File: config.mk
export PLATFORM = sky130hd
export DESIGN_NAME = vga_bounce_renderer
export DESIGN_NICKNAME = d
export VERILOG_FILES = /design/src/rtl/vga_bounce_renderer.sv
export SDC_FILE = /design/constraint.sdc
export NUM_CORES = 1
export LEC_CHECK = 0
export CAP_MARGIN = 20
export CORE_UTILIZATION = 51
export DETAILED_ROUTE_END_ITERATION = 12
export MAX_ROUTING_LAYER = met4
export PLACE_DENSITY = 0.76
export SLEW_MARGIN = 5
export SYNTH_ARGS = -nofsm -noshare
export SYNTH_HDL_FRONTEND = slang
export SYNTH_SLANG_ARGS = --single-unit
File: constraint.sdc
create_clock -name vga_clk -period 4.16 [get_ports vga_clk]
set_clock_uncertainty 0.2 [all_clocks]
set_input_delay 0.832 -clock vga_clk [delete_from_list [all_inputs] [get_ports vga_clk]]
set_output_delay 0.832 -clock vga_clk [all_outputs]
set_load 0.05 [all_outputs]
File: src/rtl/vga_bounce_renderer.sv
// vga_bounce_renderer: draws gradient, border and a bouncing ball behind the VGA sync generator.
// Two-stage pixel pipeline; ball position only changes right after a VS falling edge.
module vga_bounce_renderer #(
  parameter int H_ACTIVE  = 640,
  parameter int V_ACTIVE  = 480,
  parameter int BALL_SIZE = 16,
  parameter int SPEED_X   = 4,
  parameter int SPEED_Y   = 2,
  parameter int INIT_X    = 100,
  parameter int INIT_Y    = 100
) (
  input  logic        vga_clk,
  input  logic        reset,
  input  logic        HS,
  input  logic        VS,
  input  logic        blank_n,
  input  logic [10:0] xPos,
  input  logic [9:0]  yPos,
  input  logic        pause,
  output logic [7:0]  vga_r,
  output logic [7:0]  vga_g,
  output logic [7:0]  vga_b,
  output logic        vga_hs,
  output logic        vga_vs,
  output logic        vga_blank_n,
  output logic [15:0] frame_count
);
  typedef enum logic [1:0] {WAIT, UPD_X, UPD_Y} state_t;
  localparam logic [11:0] XLIM = 12'(H_ACTIVE);
  localparam logic [11:0] XB   = 12'(BALL_SIZE);
  localparam logic [11:0] XS   = 12'(SPEED_X);
  localparam logic [10:0] YLIM = 11'(V_ACTIVE);
  localparam logic [10:0] YB   = 11'(BALL_SIZE);
  localparam logic [10:0] YS   = 11'(SPEED_Y);
  localparam logic [10:0] XMAX = 11'(H_ACTIVE - BALL_SIZE);
  localparam logic [9:0]  YMAX = 10'(V_ACTIVE - BALL_SIZE);
  state_t      r_state;
  logic [10:0] r_ball_x;
  logic [9:0]  r_ball_y;
  logic        r_dir_x, r_dir_y, r_vs_prev, r_pause;
  logic [15:0] r_frame_count;
  logic        r_hs1, r_vs1, r_bl1, r_ball1, r_bord1;
  logic [7:0]  r_b1;
  logic [23:0] r_rgb;
  logic        r_hs2, r_vs2, r_bl2;
  logic        w_fs, w_pause_l, w_hit_x, w_hit_y, w_border;
  logic [11:0] w_x_fwd;
  logic [10:0] w_y_fwd;
  assign w_fs      = !VS && r_vs_prev;
  assign w_pause_l = w_fs ? pause : r_pause;
  assign w_x_fwd   = {1'b0, r_ball_x} + XB + XS;
  assign w_y_fwd   = {1'b0, r_ball_y} + YB + YS;
  // One bit wider so ball_x+BALL_SIZE cannot wrap at the right/bottom edge.
  assign w_hit_x   = ({1'b0, xPos} >= {1'b0, r_ball_x}) && ({1'b0, xPos} < {1'b0, r_ball_x} + XB);
  assign w_hit_y   = ({1'b0, yPos} >= {1'b0, r_ball_y}) && ({1'b0, yPos} < {1'b0, r_ball_y} + YB);
  assign w_border  = (xPos == 11'd0) || (xPos == 11'(H_ACTIVE - 1)) ||
                     (yPos == 10'd0) || (yPos == 10'(V_ACTIVE - 1));
  always_ff @(posedge vga_clk) begin
    if (reset) begin
      r_state       <= WAIT;
      r_ball_x      <= 11'(INIT_X);
      r_ball_y      <= 10'(INIT_Y);
      r_dir_x       <= 1'b1;
      r_dir_y       <= 1'b1;
      r_vs_prev     <= 1'b1;
      r_pause       <= 1'b0;
      r_frame_count <= 16'd0;
    end else begin
      r_vs_prev <= VS;
      if (w_fs) begin
        r_frame_count <= r_frame_count + 16'd1;
        r_pause       <= pause;
      end
      case (r_state)
        WAIT: if (w_fs && !w_pause_l) r_state <= UPD_X;
        UPD_X: begin
          r_state <= UPD_Y;
          if (r_dir_x) begin
            if (w_x_fwd > XLIM) begin
              r_ball_x <= XMAX;
              r_dir_x  <= 1'b0;
            end else r_ball_x <= r_ball_x + XS[10:0];
          end else if (r_ball_x < XS[10:0]) begin
            r_ball_x <= 11'd0;
            r_dir_x  <= 1'b1;
          end else r_ball_x <= r_ball_x - XS[10:0];
        end
        UPD_Y: begin
          r_state <= WAIT;
          if (r_dir_y) begin
            if (w_y_fwd > YLIM) begin
              r_ball_y <= YMAX;
              r_dir_y  <= 1'b0;
            end else r_ball_y <= r_ball_y + YS[9:0];
          end else if (r_ball_y < YS[9:0]) begin
            r_ball_y <= 10'd0;
            r_dir_y  <= 1'b1;
          end else r_ball_y <= r_ball_y - YS[9:0];
        end
        default: r_state <= WAIT;
      endcase
    end
  end
  always_ff @(posedge vga_clk) begin
    if (reset) begin
      {r_hs1, r_vs1, r_bl1, r_ball1, r_bord1} <= 5'b11000;
      r_b1  <= 8'd0;
      r_rgb <= 24'd0;
      {r_hs2, r_vs2, r_bl2} <= 3'b110;
    end else begin
      {r_hs1, r_vs1, r_bl1} <= {HS, VS, blank_n};
      r_ball1 <= w_hit_x && w_hit_y;
      r_bord1 <= w_border;
      r_b1    <= yPos[8:1];
      r_rgb   <= !r_bl1 ? 24'h000000 : r_ball1 ? 24'hFF0000 : r_bord1 ? 24'hFFFFFF : {16'h0000, r_b1};
      {r_hs2, r_vs2, r_bl2} <= {r_hs1, r_vs1, r_bl1};
    end
  end
  assign {vga_r, vga_g, vga_b} = r_rgb;
  assign vga_hs      = r_hs2;
  assign vga_vs      = r_vs2;
  assign vga_blank_n = r_bl2;
  assign frame_count = r_frame_count;
endmodule
Word-level counts from Yosys, hierarchy flattened
Cells that the tools add are included.

Add/sub/neg operators: 9. Magnitude comparators: 8. Equal/unequal tests: 5. Muxes and demuxes: 17. Bitwise logic cells: 1. Reductions and logical operators: 15.

Operators with widths (number): 24-bit two-way mux (2); 11-bit two-way mux (3); 10-bit two-way mux (3); 16-bit by 1-bit adder with 16-bit output, second input constant (1); 11-bit by 5-bit adder with 12-bit output, second input constant (1); 12-bit by 3-bit adder with 12-bit output, second input constant (1); 12-bit by 10-bit > comparator with 1-bit output, second input constant (1); 11-bit by 12-bit less-than comparator with 1-bit output (1); 10-bit by 5-bit adder with 11-bit output, second input constant (1); 11-bit by 2-bit adder with 11-bit output, second input constant (1); 11-bit by 3-bit adder with 11-bit output, second input constant (1); 11-bit by 10-bit == test with 1-bit output, second input constant (1); 11-bit greater-or-equal comparator (1); 11-bit by 9-bit > comparator with 1-bit output, second input constant (1); 11-bit zero test (1); 10-bit by 11-bit less-than comparator with 1-bit output (1); 11-bit by 3-bit less-than comparator with 1-bit output, second input constant (1); 11-bit by 3-bit subtractor with 11-bit output, second input constant (1); 10-bit by 2-bit adder with 10-bit output, second input constant (1); 10-bit by 9-bit == test with 1-bit output, second input constant (1); 10-bit greater-or-equal comparator (1); 10-bit zero test (1); 10-bit by 2-bit less-than comparator with 1-bit output, second input constant (1); 10-bit by 2-bit subtractor with 10-bit output, second input constant (1); 13 further kinds (26).

Flip-flop bits (word level): 82. Bits of input ports: 27. Word-level logic and storage cells: 73.

Depth between registers and ports, before layout
Gate-level depths: netlist of run 1.

Depth after elaboration: 7. Mapped depth: 11. Gate-level depth less buffers: 10.

Least setup slack after synthesis of run 1
OpenSTA, ideal clock, no wires.

Path kind: reg-to-reg. Start: register r_ball_x[4]. End: register r_ball_x[6]. Library setup time: 0.122 ns. Arrival: 2.606 ns. Setup slack: 1.232 ns. Cell stages (with the launch flop): 10. Period minus slack after synthesis: 2.928 ns. Cells stage by stage: dfxtp_1 buf_2 inv_1 ha_1 inv_1 or4_4 a311o_1 a311o_1 and2_4 o32a_1.

Word-level cells in the longest chain between the ends: 5. Elaborated cells on any way between the ends: 9. Classes of those cells: add/sub: 4; order compare: 2; mux: 3.

Ends and longest elaborated chain: start, declared (line 38) `logic [10:0] r_ball_x;`; start signal, assigned (line 61) `r_ball_x <= 11'(INIT_X);`; start signal, assigned (line 82) `end else r_ball_x <= r_ball_x + XS[10:0];`; start signal, assigned (line 86) `end else r_ball_x <= r_ball_x - XS[10:0];`; 11-bit by 5-bit adder with 12-bit output (line 51) `assign w_x_fwd = {1'b0, r_ball_x} + XB + XS;`; 12-bit by 3-bit adder with 12-bit output (line 51); 12-bit by 10-bit > comparator with 1-bit output (line 79) `if (w_x_fwd > XLIM) begin`; 11-bit two-way mux (line 79); 11-bit two-way mux (*) (line 78) `if (r_dir_x) begin`.

Every way passes the cells marked *; elsewhere a longest branch is shown, timed or not. A chain may end at the register's enable or synchronous reset.

Final worst setup path of run 1
Ends and elaborated chain as after synthesis.

==> metrics, run 1 <==
outcome=complete, no violations; DRT iter0 DRCs=344; max incr delay on CP=0.65 ns; xor and xnor area share after synthesis=0.0646; crit share post-route=0.825; P_leak=2.06 nW; Hold/Removal Path Class=reg -> reg; hold slack=0.206 ns; DP Wirelength=9.02 mm; Least-Margin Pin Slew=0.772 ns; Startpoint Class=flop; total track usage=0.268; Post-synth ARST share=0; Post-CTS Hold Fix Bufs=0; fin crit period=3.43 ns; worst-path cell chain=ha_1 -> xnor2_1 -> or4_4 -> a311o_1 -> a311o_1 -> and2_4 -> o32a_1; clock share of power=0.362; post-synth top area share=0.278; CP delay by family, top=compound AO/OA/AOI/OAI gates; multiplexer share of the synthesized area=0.00651; share of cells above drive strength 1=0.0537; Synth cell types=67; Post-Place Cells=707; final cell count without fillers=723; Seq cells post-synth=64; total grt overflow=0; EDFF count, synth=0; Placement Setup Slack=0.797 ns; switching part of the total=0.321; Mapped Area=4610 sq um; CTS tree=yes; Placed Area=5220 sq um; Synth Area in Compound Gates=0.223; CTS H-Tree Depth=3; RePlAce Congestion=0.968; antenna violations before repair=0; Final Hold Viols=0; switching power=0.493 mW; NumNets Final=680; combinational family with the most area after synthesis=simple AND/OR/NAND/NOR gates; largest net degree at the start of global routing=51; total chip power=1.54 mW; register area share after synthesis=0.278; crit path DAT=3.47 ns; clk slew on worst S/H paths=0.08 ns; dominant cells by area after synthesis=dfxtp_1 28%, ha_1 12%, nor2_1 4.2%; Simple-Gate Fraction of Synth Area=0.239; CP Data Required Time=4.20 ns; WL/cell=16.7 um; final setup TNS=0 ns; PnR worst setup slack=0.729 ns; die width=97.1 um; post-route cell area=5420 sq um; WS Path Type=reg -> reg; predominant post-synthesis flop cell=dfxtp_1; CTS root buf=clkbuf_8; DRC violations left=0; critical path's slowest cell=dfxtp_1; first-pass GRT wire length=20.2 mm; diode count=0; Pins Over Slew Limit=0; fmax=291 MHz; die area=9420 sq um; Comb pwr share=0.199; clock sink total=64; Core Area=8720 sq um; RSZ-0062 raised after global routing=false; # IOs=70; Worst VDD drop=0.000169 V; Core Util, Final=0.621; Crit. End Element=flop; PwrDens=284 nW/um^2; CP dominant cell by count=a311o_1; Synth area leader=dfxtp_1; Reg2Reg Setup Slack=0.73 ns; Vias=4473; clk buf depth=2; post-CTS sizing=0; Mapped Cells=572; Die Y-Extent=97.1 um; vias in the first global route=4176; Row Count=34; Ys Warns=0; Post-Syn Nets=642; Num CTS Buffers=9; Power Internal=1.04 mW; drt total wl=12.1 mm; Post-Syn Area per Cell=8.06 sq um; # port buffers=69; Post-CTS Setup Bufs=0; DR vias/cell=6.19; remaining antenna violation count after routing=0; 1st-pass router iterations=6; area grow syn2layout=17.5%; adder-cell share of the synthesized area=0.117; endpoints failing setup=0; maximum capacitance violations=0; Slew HR=0.484; Worst-Skew Late Latency=0.36 ns; Worst Path Max Fanout=15; Initial Util=0.529; CP bufs+invs=0; sequential power share=0.439
## sequential cells by signal, summed over array words and instances, names as in the netlist, 2 cells and up
register	count
frame_count	16
r_rgb	10
r_state	2
r_ball_y	9
r_b1	8
r_ball_x	9
## final timing paths
path	endpoint	start	depth (start not counted)
setup / recovery	r_ball_x[6]$_SDFFE_PP1P_	r_ball_x[4]$_SDFFE_PP0P_	7
hold / removal	vga_hs$_SDFF_PP1_	r_hs1$_SDFF_PP1_	1
setup reg to reg	r_ball_x[6]$_SDFFE_PP1P_	r_ball_x[4]$_SDFFE_PP0P_	7
hold reg to reg	vga_hs$_SDFF_PP1_	r_hs1$_SDFF_PP1_	1
## routing by layer
metal | part of all wire | global-route usage | up-vias
met4 | 0.018 | 0.0987 | 0
met1 | 0.46 | 0.361 | 2092
met2 | 0.45 | 0.410 | 204
li1 | - | - | 2159
met3 | 0.073 | 0.0388 | 18
met5 | 0 | - | -
## cells in the final DEF, fill, tap and decap left out, drive strengths merged, types with 11 or more instances in the layout
cell,synthesis,layout
nand3,12,12
ha,43,43
nor3,14,14
o21a,11,11
nor2b,21,21
a21oi,26,26
nor2,51,51
inv,26,27
and3,11,11
xor2,15,15
clkdlybuf4s50,0,68
xnor2,19,19
nand2,35,35
nand4,12,12
o21ai,35,35
dfxtp,64,64
## synth_stat cells (4+ instances only)
cell      count
a31oi_1       9
nor3_1       14
buf_4        14
and3_1       11
or2_2         7
buf_2         8
o21ai_0      34
clkbuf_1     21
or4_1         4
xnor2_1      19
a21oi_1      26
or3_1         5
o311ai_0      8
nor2_1       51
o21a_1       11
a21boi_0      5
xor2_1       15
ha_1         43
nand2_1      35
a21o_1        4
a211o_1       5
nor2b_1      21
inv_1        26
nor4_1        9
nand2b_1      4
nand3_1      12
and4_1        8
dfxtp_1      64
nand4_1      12
o211ai_1      9
## cell type report
class,instances,area [sq um]
fillers,787,3300
multi-input cells,436,3000
repair buffers,72,708
well taps,108,135
inverters,27,101
clock inverters,7,71.3
flip-flops and latches,64,1280
clock buffers,9,124
## power by group through the flow
stage	registers [mW]	logic (mW)	clock network, mW
after floorplan	0.675	0.213	0
after global placement	0.685	0.293	0
after detailed placement	0.686	0.301	0
after CTS	0.673	0.302	0.555
after global routing	0.679	0.341	0.581
final	0.675	0.307	0.556
## kinds of logic after synthesis
family / Yosys count
AND/OR/NAND/NOR: 207
AO/OA/AOI/OAI: 149
buffers and inverters: 72
flip-flops: 64
adder cells (fa/ha/maj): 43
XOR/XNOR: 34
multiplexers: 3
Power figures use the tool's default switching activity.
==> run 2, diff against run 1 <==
==> constraint.sdc (replaced) <==
create_clock -name vga_clk -period 3.2 [get_ports vga_clk]
set_clock_uncertainty 0.2 [all_clocks]
set_input_delay 0.64 -clock vga_clk [delete_from_list [all_inputs] [get_ports vga_clk]]
set_output_delay 0.64 -clock vga_clk [all_outputs]
set_load 0.05 [all_outputs]
==> metrics, run 2 (synthesized netlist as in run 1, its figures left out) <==
Post-CTS Setup Bufs=0 (unchanged); Slew HR=0.434 (-0.0501); 1st-pass router iterations=6 (unchanged); routing usage on met1=0.380 (+0.0189); Worst-Skew Late Latency=0.35 ns (about the same); Pins Over Slew Limit=0 (unchanged); clk buf depth=2 (unchanged); total grt overflow=0 (unchanged); most frequent cells in the layout=68 x clkdlybuf4s50_1, 64 x dfxtp_1, 51 x nor2_1; Least-Margin Pin Slew=0.838 ns (+0.0661 ns); CP delay by family, top=simple AND/OR/NAND/NOR gates; RePlAce Congestion=0.964 (-0.45%); crit share post-route=0.913 (+0.0883); critical path's slowest cell=dfxtp_1; Post-CTS Hold Fix Bufs=0 (unchanged); CTS tree=yes; share of cells above drive strength 1=0.0718 (+0.0181); Global Route met3 Usage=0.0619 (+0.0230); NumNets Final=692 (+1.8%); Worst VDD drop=0.000178 V (+5.3%); endpoints failing setup=0 (unchanged); Hold/Removal Path Class=reg -> reg; Num CTS Buffers=9 (unchanged); first-pass GRT wire length=21.2 mm (+5.0%); DRC violations left=0 (unchanged); # IOs=70 (unchanged); vias in the first global route=4311 (+3.2%); Reg2Reg Setup Slack=0.28 ns (-0.45 ns); Post-Place Cells=719 (+1.7%); worst-path cell chain=nand3_1 -> nor2_1 -> xnor2_1 -> ha_1 -> nor2b_1 -> o41a_1 -> nor4_1; # port buffers=69 (unchanged); max FFs per register=16 (unchanged); outcome=complete, no violations; most common cell after layout, fill and taps aside=clkdlybuf4s50_1; CP Data Required Time=3.24 ns (-0.96 ns); CTS H-Tree Depth=3 (unchanged); Worst Path Max Fanout=16 (+1); DR vias/cell=6.19 (about the same); gr busiest metal=met2; GR Util met2=0.428 (+0.0190); maximum capacitance violations=0 (unchanged); Die Y-Extent=97.1 um (unchanged); fmax=342 MHz (+17%); hold slack=0.213 ns (+0.00688 ns); clock sink total=64 (unchanged); clk slew on worst S/H paths=0.08 ns (about the same); Startpoint Class=flop; crit path DAT=2.96 ns (-0.51 ns); Initial Util=0.529 (unchanged); die area=9420 sq um (unchanged); P_leak=2.15 nW (+4.4%); DRT iter0 DRCs=341 (-0.87%); drt total wl=13.0 mm (+7.8%); PwrDens=395 nW/um^2 (+39%); fin crit period=2.92 ns (-0.509 ns); final cell count without fillers=735 (+1.7%); Final Hold Viols=0 (unchanged); post-CTS sizing=0 (unchanged); Crit. End Element=flop; final setup TNS=0 ns (unchanged); RSZ-0062 raised after global routing=false; diode count=0 (unchanged); WS Path Type=reg -> reg; area grow syn2layout=20.7%; DP Wirelength=9.74 mm (+8.0%); die width=97.1 um (unchanged); Vias=4550 (+1.7%); Row Count=34 (unchanged); largest net degree at the start of global routing=40 (-22%); max incr delay on CP=0.67 ns (+0.02 ns); WL/cell=17.7 um (+6.0%); total track usage=0.286 (+0.0172); CP bufs+invs=0 (unchanged); CTS root buf=clkbuf_8; Core Area=8720 sq um (unchanged); remaining antenna violation count after routing=0 (unchanged); antenna violations before repair=0 (unchanged)
run 2: cell count changes in the layout (fill, tap and decap cells not counted), sizes merged:
| cell | previous run | this run |
|---|---|---|
| bufinv | 1 | 3 |
| buf | 4 | 16 |
| clkinvlp | 3 | 1 |
| clkinv | 3 | 2 |
| clkbuf | 9 | 10 |
run 2: power by group:
group | internal, mW | total (mW) | switching, mW
Clock | 0.543 | 0.892 | 0.349
Sequential | 0.825 | 0.867 | 0.0419
Combinational | 0.189 | 0.437 | 0.248
run 2: final timing paths:
path,end,depth (start not counted),from
setup / recovery,r_ball1$_SDFF_PP0_,7,r_ball_x[6]$_SDFFE_PP1P_
hold / removal,vga_hs$_SDFF_PP1_,1,r_hs1$_SDFF_PP1_
setup reg to reg,r_ball1$_SDFF_PP0_,7,r_ball_x[6]$_SDFFE_PP1P_
hold reg to reg,vga_hs$_SDFF_PP1_,1,r_hs1$_SDFF_PP1_
run 2: cell type report:
class / count / area, sq um
clock buffer: 10 / 138
sequential: 64 / 1280
tap: 108 / 135
clock inverter: 6 / 115
fill: 802 / 3160
inverter: 27 / 101
multi-input combinational: 436 / 3000
timing repair buffer: 84 / 798
run 2: through the flow:
step | total power [mW] | setup WS (ns) | cell area (sq um) | util
after detailed placement | 1.31 | 0.340 | 5310 | 0.609
after CTS | 2.19 | 0.326 | 5560 | 0.638
final | 2.20 | 0.278 | 5560 | 0.638
after global routing | 2.28 | 0.128 | 5560 | 0.638
after global placement | 1.30 | 0.418 | 5310 | 0.609
after floorplan | 1.15 | 0.272 | 4610 | -
run 2: metal layers:
layer,up-vias,part of all wire
met1,2106,0.45
li1,2175,-
met3,34,0.086
met2,235,0.44
met4,0,0.024
met5,-,0
==> run 3, diff against run 2 <==
--- a/config.mk
+++ b/config.mk
@@ -6,10 +6,12 @@
 export NUM_CORES = 1
 export LEC_CHECK = 0
 export CAP_MARGIN = 20
-export CORE_UTILIZATION = 51
+export CELL_PAD_IN_SITES_DETAIL_PLACEMENT = 2
+export CELL_PAD_IN_SITES_GLOBAL_PLACEMENT = 2
+export CORE_UTILIZATION = 32
 export DETAILED_ROUTE_END_ITERATION = 12
 export MAX_ROUTING_LAYER = met4
-export PLACE_DENSITY = 0.76
+export PLACE_DENSITY_LB_ADDON = 0.1
 export SLEW_MARGIN = 5
 export SYNTH_ARGS = -nofsm -noshare
 export SYNTH_HDL_FRONTEND = slang
==> metrics, run 3 (synthesized netlist as in run 1, its figures left out) <==
outcome=complete, no violations; CTS H-Tree Depth=3 (unchanged); die width=122 um (+26%); Initial Util=0.330 (-0.199); share of cells above drive strength 1=0.0747 (+0.00295); Hold/Removal Path Class=reg -> reg; Row Count=43 (+26%); Core Util, Final=0.410 (-0.228); total grt overflow=0 (unchanged); fmax=333 MHz (-2.8%); WL/cell=19.7 um (+11%); hold slack=0.228 ns (+0.0156 ns); clk slew on worst S/H paths=0.06 ns (-0.02 ns); clk buf depth=2 (unchanged); max incr delay on CP=0.55 ns (-0.12 ns); CP Data Required Time=3.22 ns (-0.02 ns); diode count=0 (unchanged); Least-Margin Pin Slew=0.630 ns (-0.208 ns); maximum capacitance violations=0 (unchanged); final cell count without fillers=809 (+10%); largest net degree at the start of global routing=51 (+28%); DR vias/cell=5.67 (-8.4%); DP Wirelength=12.1 mm (+25%); Core Area=14000 sq um (+60%); clock share of power=0.451 (+0.045); remaining antenna violation count after routing=0 (unchanged); Pins Over Slew Limit=0 (unchanged); # IOs=70 (unchanged); Startpoint Class=flop; PwrDens=419 nW/um^2 (+6.1%); fin crit period=3.01 ns (+0.0855 ns); max FFs per register=16 (unchanged); RSZ-0062 raised after global routing=false; worst-path cell chain=inv_1 -> ha_1 -> inv_1 -> or4_4 -> a311o_1 -> a311o_1 -> and2_4 -> o32a_1; Worst-Skew Late Latency=0.34 ns (about the same); clock sink total=64 (unchanged); most common cell after layout, fill and taps aside=clkdlybuf4s50_1; RePlAce Congestion=0.815 (-15%); crit path DAT=3.03 ns (+0.07 ns); # port buffers=69 (unchanged); final setup TNS=0 ns (unchanged); Crit. End Element=flop; Post-Place Cells=793 (+10%); NumNets Final=694 (+0.29%); CP bufs+invs=2 (+2); Post-CTS Hold Fix Bufs=0 (unchanged); Slew HR=0.579 (+0.145); drt total wl=15.9 mm (+23%); endpoints failing setup=0 (unchanged); Die Y-Extent=122 um (+26%); sequential power share=0.362 (-0.033); Num CTS Buffers=9 (unchanged); CTS root buf=clkbuf_16; Post-CTS Setup Bufs=0 (unchanged); WS Path Type=reg -> reg; switching power=0.703 mW (+10%); 1st-pass router iterations=4 (-2); crit share post-route=0.940 (+0.0267); most frequent cells in the layout=68 x clkdlybuf4s50_1, 64 x dfxtp_1, 51 x nor2_1; die area=14900 sq um (+58%); antenna violations before repair=0 (unchanged); DRC violations left=0 (unchanged); post-CTS sizing=0 (unchanged); Comb pwr share=0.187 (-0.012); Worst VDD drop=0.000197 V (+11%); vias in the first global route=4821 (+12%); Power Internal=1.70 mW (+9.0%); Vias=4589 (+0.86%); DRT iter0 DRCs=239 (-30%); # fillers=1602 (+100%); P_leak=2.19 nW (+1.9%); area grow syn2layout=24.5%; Final Hold Viols=0 (unchanged); Worst Path Max Fanout=8 (-8); critical path's slowest cell=or4_4; CTS tree=yes; switching part of the total=0.293 (+0.00209); total track usage=0.231 (-0.0541); CP delay by family, top=compound AO/OA/AOI/OAI gates; first-pass GRT wire length=25.7 mm (+21%)
run 3: cell count changes in the layout (fill, tap and decap cells not counted), sizes merged:
cell,before,now
clkbuf,10,9
bufinv,3,2
clkinv,2,4
buf,16,18
run 3: through the flow:
stage	cell area, sq um	setup slack, ns	total power, mW
floorplan	4610	0.272	1.15
detailed placement	5420	0.221	1.33
CTS	5740	0.195	2.42
global route	5740	0.0411	2.51
global placement	5420	0.331	1.31
finish	5740	0.193	2.40
run 3: cell type report:
cell class | count | area (sq um) | area share
clock inverters | 7 | 95.1 | 0.0166
well taps | 180 | 225 | 0.0393
clock buffers | 9 | 225 | 0.0393
repair buffers | 86 | 813 | 0.142
inverters | 27 | 101 | 0.0177
flip-flops and latches | 64 | 1280 | 0.223
multi-input cells | 436 | 3000 | 0.522
run 3: path summary, 6_finish.rpt:
kind	start	slack, ns	to	cells after the start
worst min register to register	r_b1[1]$_SDFF_PP0_	0.23	r_rgb[1]$_SDFF_PP0_	1
worst max register to register	r_ball_x[4]$_SDFFE_PP0P_	0.19	r_ball_x[6]$_SDFFE_PP1P_	8
worst min-delay path	r_b1[1]$_SDFF_PP0_	0.23	r_rgb[1]$_SDFF_PP0_	1
worst max-delay path	r_ball_x[4]$_SDFFE_PP0P_	0.19	r_ball_x[6]$_SDFFE_PP1P_	8
run 3: power by group through the flow:
| stage | Sequential (mW) | Combinational (mW) | Clock (mW) |
|---|---|---|---|
| after detailed placement | 0.886 | 0.445 | 0 |
| after global placement | 0.883 | 0.424 | 0 |
| final | 0.869 | 0.449 | 1.08 |
| after floorplan | 0.878 | 0.277 | 0 |
| after CTS | 0.869 | 0.451 | 1.10 |
| after global routing | 0.874 | 0.497 | 1.14 |
run 3: metal layers:
layer	up-vias	share of wire	routed length [um]	GRT usage
met1	2275	0.47	7560	0.304
met2	118	0.47	7450	0.367
met4	0	0.011	176	0.0633
li1	2178	-	-	-
met3	18	0.046	735	0.0351
met5	-	0	0	-
